File: src/rtl/motor_pulse_conditioner_if.sv
// Signal bundle between the raw wheel sensor / trip control and the
// conditioned event outputs that feed the mileage and time stages.
//
// Event semantics: there is no valid/ready back-pressure on this bus.
// pulse_edge, dist_tick and wait_tick are single-cycle strobes that are
// valid for exactly the one clk cycle in which they are high. The consumer
// must sample them every cycle. moving, stopped, frac_cnt and state_dbg
// are levels that are valid on every cycle. motor is asynchronous.
// enable is synchronous to clk.
interface motor_pulse_conditioner_if #(
    parameter int FRAC_W = 4
);
    logic              motor;
    logic              enable;
    logic              pulse_edge;
    logic              dist_tick;
    logic              wait_tick;
    logic              moving;
    logic              stopped;
    logic [FRAC_W-1:0] frac_cnt;
    logic [1:0]        state_dbg;

    // The sensor and trip control side drives motor and enable.
    modport master (
        output motor, enable,
        input  pulse_edge, dist_tick, wait_tick, moving, stopped, frac_cnt, state_dbg
    );

    // The conditioner consumes motor and enable and produces the events.
    modport slave (
        input  motor, enable,
        output pulse_edge, dist_tick, wait_tick, moving, stopped, frac_cnt, state_dbg
    );
endinterface

File: src/rtl/motor_pulse_conditioner.sv
// Taximeter front end: synchronises and debounces the wheel sensor, then
// emits per-pulse edges, per-unit distance ticks and stationary wait ticks.
module motor_pulse_conditioner #(
    parameter int SYNC_STAGES     = 2,
    parameter int DEBOUNCE_CYCLES = 4,
    parameter int PULSES_PER_UNIT = 10,
    parameter int STALL_CYCLES    = 1000,
    parameter int WAIT_DIV        = 1000
) (
    input logic                      clk,
    input logic                      rst,
    motor_pulse_conditioner_if.slave bus
);
    localparam int STAB_W  = (DEBOUNCE_CYCLES > 1) ? $clog2(DEBOUNCE_CYCLES) : 1;
    localparam int FRAC_W  = (PULSES_PER_UNIT > 1) ? $clog2(PULSES_PER_UNIT) : 1;
    localparam int STALL_W = (STALL_CYCLES > 1) ? $clog2(STALL_CYCLES) : 1;
    localparam int WAIT_W  = (WAIT_DIV > 1) ? $clog2(WAIT_DIV) : 1;

    localparam logic [STAB_W-1:0]  STAB_MAX  = STAB_W'(DEBOUNCE_CYCLES - 1);
    localparam logic [FRAC_W-1:0]  FRAC_MAX  = FRAC_W'(PULSES_PER_UNIT - 1);
    localparam logic [STALL_W-1:0] STALL_MAX = STALL_W'(STALL_CYCLES - 1);
    localparam logic [WAIT_W-1:0]  WAIT_MAX  = WAIT_W'(WAIT_DIV - 1);

    typedef enum logic [1:0] {
        IDLE    = 2'd0,
        STOPPED = 2'd1,
        MOVING  = 2'd2
    } state_t;

    state_t                 state_q, state_d;
    logic [SYNC_STAGES-1:0] sync_q, sync_d;
    logic                   deb_q, deb_d;
    logic                   deb_prev_q, deb_prev_d;
    logic [STAB_W-1:0]      stab_q, stab_d;
    logic                   pulse_edge_q, pulse_edge_d;
    logic                   dist_tick_q, dist_tick_d;
    logic [FRAC_W-1:0]      frac_q, frac_d;
    logic [STALL_W-1:0]     stall_q, stall_d;
    logic [WAIT_W-1:0]      wait_q, wait_d;
    logic                   wait_tick_q, wait_tick_d;
    logic                   moving_q, moving_d;
    logic                   stopped_q, stopped_d;
    logic                   sync_m;
    logic                   stay_stopped;

    assign sync_m = sync_q[SYNC_STAGES-1];

    // Front end: synchroniser shift, debounce, rising-edge detect and unit counting.
    always_comb begin
        sync_d     = {sync_q[SYNC_STAGES-2:0], bus.motor};
        deb_d      = deb_q;
        stab_d     = '0;
        deb_prev_d = deb_q;
        if (sync_m != deb_q) begin
            if (stab_q == STAB_MAX) begin
                deb_d = ~deb_q;
            end else begin
                stab_d = stab_q + 1'b1;
            end
        end
        // Edges are only reported while a trip is running.
        pulse_edge_d = deb_q & ~deb_prev_q & bus.enable;
        // dist_tick is registered alongside pulse_edge so both rise together.
        dist_tick_d  = pulse_edge_d && (frac_q == FRAC_MAX);
        frac_d       = frac_q;
        if (!bus.enable) begin
            frac_d = '0;
        end else if (pulse_edge_d) begin
            frac_d = (frac_q == FRAC_MAX) ? '0 : frac_q + 1'b1;
        end
    end

    // FSM next state: dropping enable wins; a coincident edge beats the stall timeout.
    always_comb begin
        state_d = state_q;
        if (!bus.enable) begin
            state_d = IDLE;
        end else begin
            case (state_q)
                IDLE:    state_d = STOPPED;
                STOPPED: if (pulse_edge_q) state_d = MOVING;
                MOVING:  if (!pulse_edge_q && (stall_q == STALL_MAX)) state_d = STOPPED;
                default: state_d = IDLE;
            endcase
        end
    end

    // FSM outputs: state decodes, stall counter and wait divider.
    always_comb begin
        moving_d     = (state_d == MOVING);
        stopped_d    = (state_d == STOPPED);
        stay_stopped = (state_q == STOPPED) && (state_d == STOPPED);
        stall_d      = '0;
        if ((state_q == MOVING) && (state_d == MOVING) && !pulse_edge_q) begin
            stall_d = stall_q + 1'b1;
        end
        wait_d = '0;
        if (stay_stopped) begin
            wait_d = (wait_q == WAIT_MAX) ? '0 : wait_q + 1'b1;
        end
        // An edge about to be reported means the cab is moving, so no wait tick.
        wait_tick_d = stay_stopped && (wait_q == WAIT_MAX) && !pulse_edge_d;
    end

    // FSM state register.
    always_ff @(posedge clk or negedge rst) begin
        if (!rst) begin
            state_q <= IDLE;
        end else begin
            state_q <= state_d;
        end
    end

    // Datapath and output registers.
    always_ff @(posedge clk or negedge rst) begin
        if (!rst) begin
            sync_q       <= '0;
            deb_q        <= 1'b0;
            deb_prev_q   <= 1'b0;
            stab_q       <= '0;
            pulse_edge_q <= 1'b0;
            dist_tick_q  <= 1'b0;
            frac_q       <= '0;
            stall_q      <= '0;
            wait_q       <= '0;
            wait_tick_q  <= 1'b0;
            moving_q     <= 1'b0;
            stopped_q    <= 1'b0;
        end else begin
            sync_q       <= sync_d;
            deb_q        <= deb_d;
            deb_prev_q   <= deb_prev_d;
            stab_q       <= stab_d;
            pulse_edge_q <= pulse_edge_d;
            dist_tick_q  <= dist_tick_d;
            frac_q       <= frac_d;
            stall_q      <= stall_d;
            wait_q       <= wait_d;
            wait_tick_q  <= wait_tick_d;
            moving_q     <= moving_d;
            stopped_q    <= stopped_d;
        end
    end

    assign bus.pulse_edge = pulse_edge_q;
    assign bus.dist_tick  = dist_tick_q;
    assign bus.wait_tick  = wait_tick_q;
    assign bus.moving     = moving_q;
    assign bus.stopped    = stopped_q;
    assign bus.frac_cnt   = frac_q;
    assign bus.state_dbg  = state_q;
endmodule

File: src/flat_wrapper.sv
// flat-port wrapper written by rule: the top's interface ports become plain ports
module motor_pulse_conditioner_flat 
#(
    parameter int SYNC_STAGES     = 2,
    parameter int DEBOUNCE_CYCLES = 4,
    parameter int PULSES_PER_UNIT = 10,
    parameter int STALL_CYCLES    = 1000,
    parameter int WAIT_DIV        = 1000
)
  (clk, rst, bus_motor, bus_enable, bus_pulse_edge, bus_dist_tick, bus_wait_tick, bus_moving, bus_stopped, bus_frac_cnt, bus_state_dbg);
  motor_pulse_conditioner_if bus_i ();
  input logic clk;
  input logic rst;
  input wire logic [$bits(bus_i.motor)-1:0] bus_motor;
  input wire logic [$bits(bus_i.enable)-1:0] bus_enable;
  output wire logic [$bits(bus_i.pulse_edge)-1:0] bus_pulse_edge;
  output wire logic [$bits(bus_i.dist_tick)-1:0] bus_dist_tick;
  output wire logic [$bits(bus_i.wait_tick)-1:0] bus_wait_tick;
  output wire logic [$bits(bus_i.moving)-1:0] bus_moving;
  output wire logic [$bits(bus_i.stopped)-1:0] bus_stopped;
  output wire logic [$bits(bus_i.frac_cnt)-1:0] bus_frac_cnt;
  output wire logic [$bits(bus_i.state_dbg)-1:0] bus_state_dbg;
  assign bus_i.motor = bus_motor;
  assign bus_i.enable = bus_enable;
  assign bus_pulse_edge = bus_i.pulse_edge;
  assign bus_dist_tick = bus_i.dist_tick;
  assign bus_wait_tick = bus_i.wait_tick;
  assign bus_moving = bus_i.moving;
  assign bus_stopped = bus_i.stopped;
  assign bus_frac_cnt = bus_i.frac_cnt;
  assign bus_state_dbg = bus_i.state_dbg;
  motor_pulse_conditioner #(.SYNC_STAGES(SYNC_STAGES), .DEBOUNCE_CYCLES(DEBOUNCE_CYCLES), .PULSES_PER_UNIT(PULSES_PER_UNIT), .STALL_CYCLES(STALL_CYCLES), .WAIT_DIV(WAIT_DIV)) u_core (.clk(clk), .rst(rst), .bus(bus_i));
endmodule
File: config.mk
export PLATFORM = sky130hd
export DESIGN_NAME = motor_pulse_conditioner_flat
export DESIGN_NICKNAME = d
export VERILOG_FILES = /design/src/rtl/motor_pulse_conditioner_if.sv /design/src/rtl/motor_pulse_conditioner.sv /design/src/flat_wrapper.sv
export SDC_FILE = /design/constraint.sdc
export NUM_CORES = 1
export LEC_CHECK = 0
export CAP_MARGIN = 20
export CORE_UTILIZATION = 55
export CTS_CLUSTER_DIAMETER = 60
export CTS_CLUSTER_SIZE = 12
export DETAILED_ROUTE_END_ITERATION = 12
export PLACE_DENSITY = 0.77
export SKIP_LAST_GASP = 1
export SLEW_MARGIN = 15
export SYNTH_ARGS = -nofsm -noshare
export SYNTH_HDL_FRONTEND = slang
export SYNTH_SLANG_ARGS = --single-unit
File: constraint.sdc
create_clock -name clk -period 2 [get_ports clk]
set_input_delay 0.2 -clock clk [delete_from_list [all_inputs] [get_ports clk]]
set_output_delay 0.2 -clock clk [all_outputs]
set_load 0.005 [all_outputs]
== Word-level counts from Yosys, hierarchy flattened ==
Cells that the tools add are included.
Cells by class
  bitwise gates (word level): 4
  equality and inequality tests: 10
  reduce and logical (&&, ||, !) cells: 11
  muxes and demuxes: 12
  add/sub/neg operators: 4
Operators by type and width (count)
  10-bit two-way mux: 3
  10-bit by 1-bit adder with 10-bit output, second input constant: 2
  10-bit equality test, second input constant: 2
  4-bit two-way mux: 3
  2-bit two-way mux: 5
  1-bit logical AND: 7
  2-bit equality test, second input constant: 3
  2-bit case mux with 3 select lines: 1
  4-bit by 1-bit adder with 4-bit output, second input constant: 1
  2-bit by 1-bit equality test with 1-bit output, second input constant: 2
  4-bit equality test, second input constant: 1
  2-bit by 1-bit adder with 2-bit output, second input constant: 1
  1-bit AND: 2
  1-bit logical NOT: 2
  2-bit logical NOT: 1
  2-bit by 1-bit != test with 1-bit output, second input constant: 1
  1-bit NOT: 2
  2-bit AND reduction: 1
  1-bit != test: 1
Storage, ports and cells
  output and inout bits: 11
  logic and storage cells: 54
  bits in registers: 37

== Depth between registers and ports, before layout ==
  depth in word-level cells: 9
  mapped depth: 6

== Least setup slack after synthesis ==
Ideal clock, no wire load.
  path kind: flip-flop to flip-flop
  from: reg u_core.stall_q[0]
  to: reg u_core.stall_q[2]
  setup time: 0.071 ns
  required time: 1.929 ns
  setup slack: 0.529 ns
  cell stages (with the launch flop): 7
  arrival: 1.399 ns
  cell sequence: dfrtp_1 -> ha_1 -> nand4bb_1 -> o41ai_2 -> or3_1 -> buf_6 -> nor2_1
On the way
  word-level cells in the longest chain between the ends: 9
RTL lines
  from (decl): line motor_pulse_conditioner.sv:38  | logic [STALL_W-1:0] stall_q, stall_d;
  from (signal assigned): line motor_pulse_conditioner.sv:137  | stall_q <= stall_d;
  10-bit equality test: line motor_pulse_conditioner.sv:82  | MOVING: if (!pulse_edge_q && (stall_q == STALL_MAX)) state_d = STOPPED;
  1-bit logical AND: line motor_pulse_conditioner.sv:82
  2-bit two-way mux: line motor_pulse_conditioner.sv:82
  2-bit case mux with 3 select lines: line motor_pulse_conditioner.sv:79  | case (state_q)
  2-bit two-way mux: line motor_pulse_conditioner.sv:76  | if (!bus.enable) begin
  2-bit equality test: line motor_pulse_conditioner.sv:94  | if ((state_q == MOVING) && (state_d == MOVING) && !pulse_edge_q) begin
  1-bit logical AND (2 in series): line motor_pulse_conditioner.sv:94
  10-bit two-way mux *: line motor_pulse_conditioner.sv:94
  net u_core.stall_d[2]: line motor_pulse_conditioner.sv:38
The timed path passes the listed nets; every way through them passes the cells marked *.
A chain may end at the register's enable or synchronous reset.

== Final worst setup path ==
  from: reg u_core.stall_q[0]
  to: reg u_core.stall_q[1]
The elaborated chain is that of the path after synthesis.

==> metrics.txt <==
initial antenna violation count=0; Ys Warns=0; WP buf/inv=0; Vias/cell=5.44; Synth area leaders=dfrtp_1, xnor2_1, nor2_1; Power Density=893 mW/mm2; row count=19; post-CTS sizing=0; DRT Pass-1 Iters=4; layout cells sized above 1=0.0710; grt ovf=0; routed len/inst=12.9 um; CP cell instances=ha_1 > nand4bb_1 > o41ai_2 > or3_1 > nor2_1; core area=0.00278 mm2; clock buffer depth=2; hpwl dp=1.83 mm; Initial Utilization=0.584; slowest cell delay on critical path=0.41 ns; register clock-pin slew on the reported worst setup and hold paths=0.11 ns; maximum fanout along the worst path=10; via count=1088; top-area cell type share of the netlist area=0.570; Crit-path slowest cell=dfrtp_1; max_slew headroom=0.707; max-slew violations=0; # diodes=0; CTS root buffer=clkbuf_4; CP delay by family, top=simple AND/OR/NAND/NOR gates; Tot GR Track Use=0.193; Layout area overhead=15.4%; Peak Freq=583 MHz; Hold WC Path Type=input port to asynchronous set/reset pin; placer congestion estimate=0.758; TritonCTS clock tree=yes; Setup violations, final=0; commonest non-fill, non-tap cells in the layout=dfrtp_1, nor2_1, clkdlybuf4s50_1; post-synthesis net count=158; hold-fix buffers at CTS=0; buffer count from post-CTS setup fixing=0; PortBufs=14; H-tree levels=2; number of synthesized flops with an enable pin=0; outcome=finished, final reports clean; async set or reset register ratio after synthesis=1.00; unrepaired setup endpoints after global routing=no; cell taking the most area after synthesis=dfrtp_1; antenna-violating nets left=0; vias in the first global route=1106; critical path endpoint category=register; first-pass GRT wire length=4.66 mm; Arr. time, crit path=1.91 ns; top_reg_cell synth=dfrtp_1; Clock Latency Late Sink=0.33 ns; clock sinks=37; Mapped Cells=149; die span in x=56.3 um; DRC Markers=0; max cap viols=0; Required @ worst endpoint=2.20 ns; most common cell after layout, fill and taps aside=dfrtp_1; setup total negative slack=0 ns; Clock Skew=0.0171 ns; critical path class=register to register; actual slew at the worst max-slew pin=0.439 ns; pin count of the biggest net entering global routing=38; Inserted Clock Buffers=5; Setup crit start kind=register; count of cell types in the netlist=31; Leak Pwr=0.785 nW; area of the mapped netlist=0.00162 mm2; Die ar.=0.00317 mm2; sequential share of the synthesized area=0.570; final WL=2.59 mm; Tcrit/Tclk final=0.857; Iter 0 DRT Violations=29; Final Hold Fails=0; Die Y=56.3 um; count of state elements after synthesis=37; Final Util=0.674; fin nets=177; min Tclk post-route=1.71 ns; Peak VDD IR=0.782 mV; Avg Cell Area, Syn=10.9 um2; IO Pins=15
[sequential cells by signal, summed over array words and instances (netlist names), 2 cells and up]
register,flops
u_core.bus.frac_cnt,4
u_core.stall_q,10
u_core.sync_q,2
u_core.wait_q,10
u_core.bus.state_dbg,2
u_core.stab_q,2
[power breakdown]
part	switching [mW]	internal, mW	leakage (nW)
logic	0.125	0.136	0.240
clock network	0.230	0.299	0.0455
registers	0.0675	0.817	0.500
[metrics by stage]
stage	instances	power (mW)	instance area [um2]	hold WS, ns	setup slack (ns)
after global placement	192	1.14	1790	0.339	0.335
after global routing	200	1.76	1870	0.287	0.125
after detailed placement	192	1.16	1790	0.347	0.272
after floorplan	149	1.05	1620	-0.0956	0.529
after CTS	200	1.69	1870	0.269	0.284
final	200	1.67	1870	0.264	0.286
[synth_stat cells, drive strengths merged, types with 3 or more instances]
cell	n
and3	4
buf	3
dfrtp	37
ha	5
inv	4
nand2	6
nand3	6
nand4	3
nor2	26
nor2b	4
nor3	10
o21a	3
o21ai	3
xnor2	13
xor2	4
[cells by family (layout without fill, tap and decap cells)]
group,Yosys count,in the layout,synth area share
flops,37,37,0.570
mux,1,1,0.00693
fa+ha+maj,5,5,0.0385
simple gates,71,71,0.223
xor+xnor,17,17,0.0917
buf+inv,7,27,0.0223
compound gates,11,11,0.0478
[layer usage]
metal,up-vias,share of wire,global-route usage
met4,0,0.0066,0.0906
met2,20,0.49,0.318
li1,536,-,-
met1,530,0.47,0.239
met5,-,0,0
met3,2,0.036,0.0484
[worst reg2reg max path: stages, from the launching register on]
cell	delay (ns)
dfrtp_1	0.41
ha_1	0.26
nand4bb_1	0.14
o41ai_2	0.31
or3_1	0.36
nor2_1	0.09
[final cells by class]
type / instances / area [um2]
Sequential cell: 37 / 926
Fill cell: 211 / 907
Multi-Input combinational cell: 105 / 662
Timing Repair Buffer: 15 / 148
Clock buffer: 7 / 55.1
Tap cell: 31 / 38.8
Clock inverter: 1 / 30.0
Inverter: 4 / 15.0
[path summary, 6_finish.rpt]
kind | to | from | slack [ns] | cells past startpoint
min reg2reg | u_core.sync_q[1] | u_core.sync_q[0] | 0.36 | 0
max | u_core.stall_q[1] | u_core.stall_q[0] | 0.29 | 5
min in group clk | u_core.sync_q[0] | bus_motor | 0.31 | 1
max in group asynchronous | u_core.wait_q[8] | rst | 1.41 | 2
min | u_core.bus.state_dbg[1] | rst | 0.26 | 2
max reg2reg | u_core.stall_q[1] | u_core.stall_q[0] | 0.29 | 5
No activity file was read; power rests on OpenSTA's default activity.
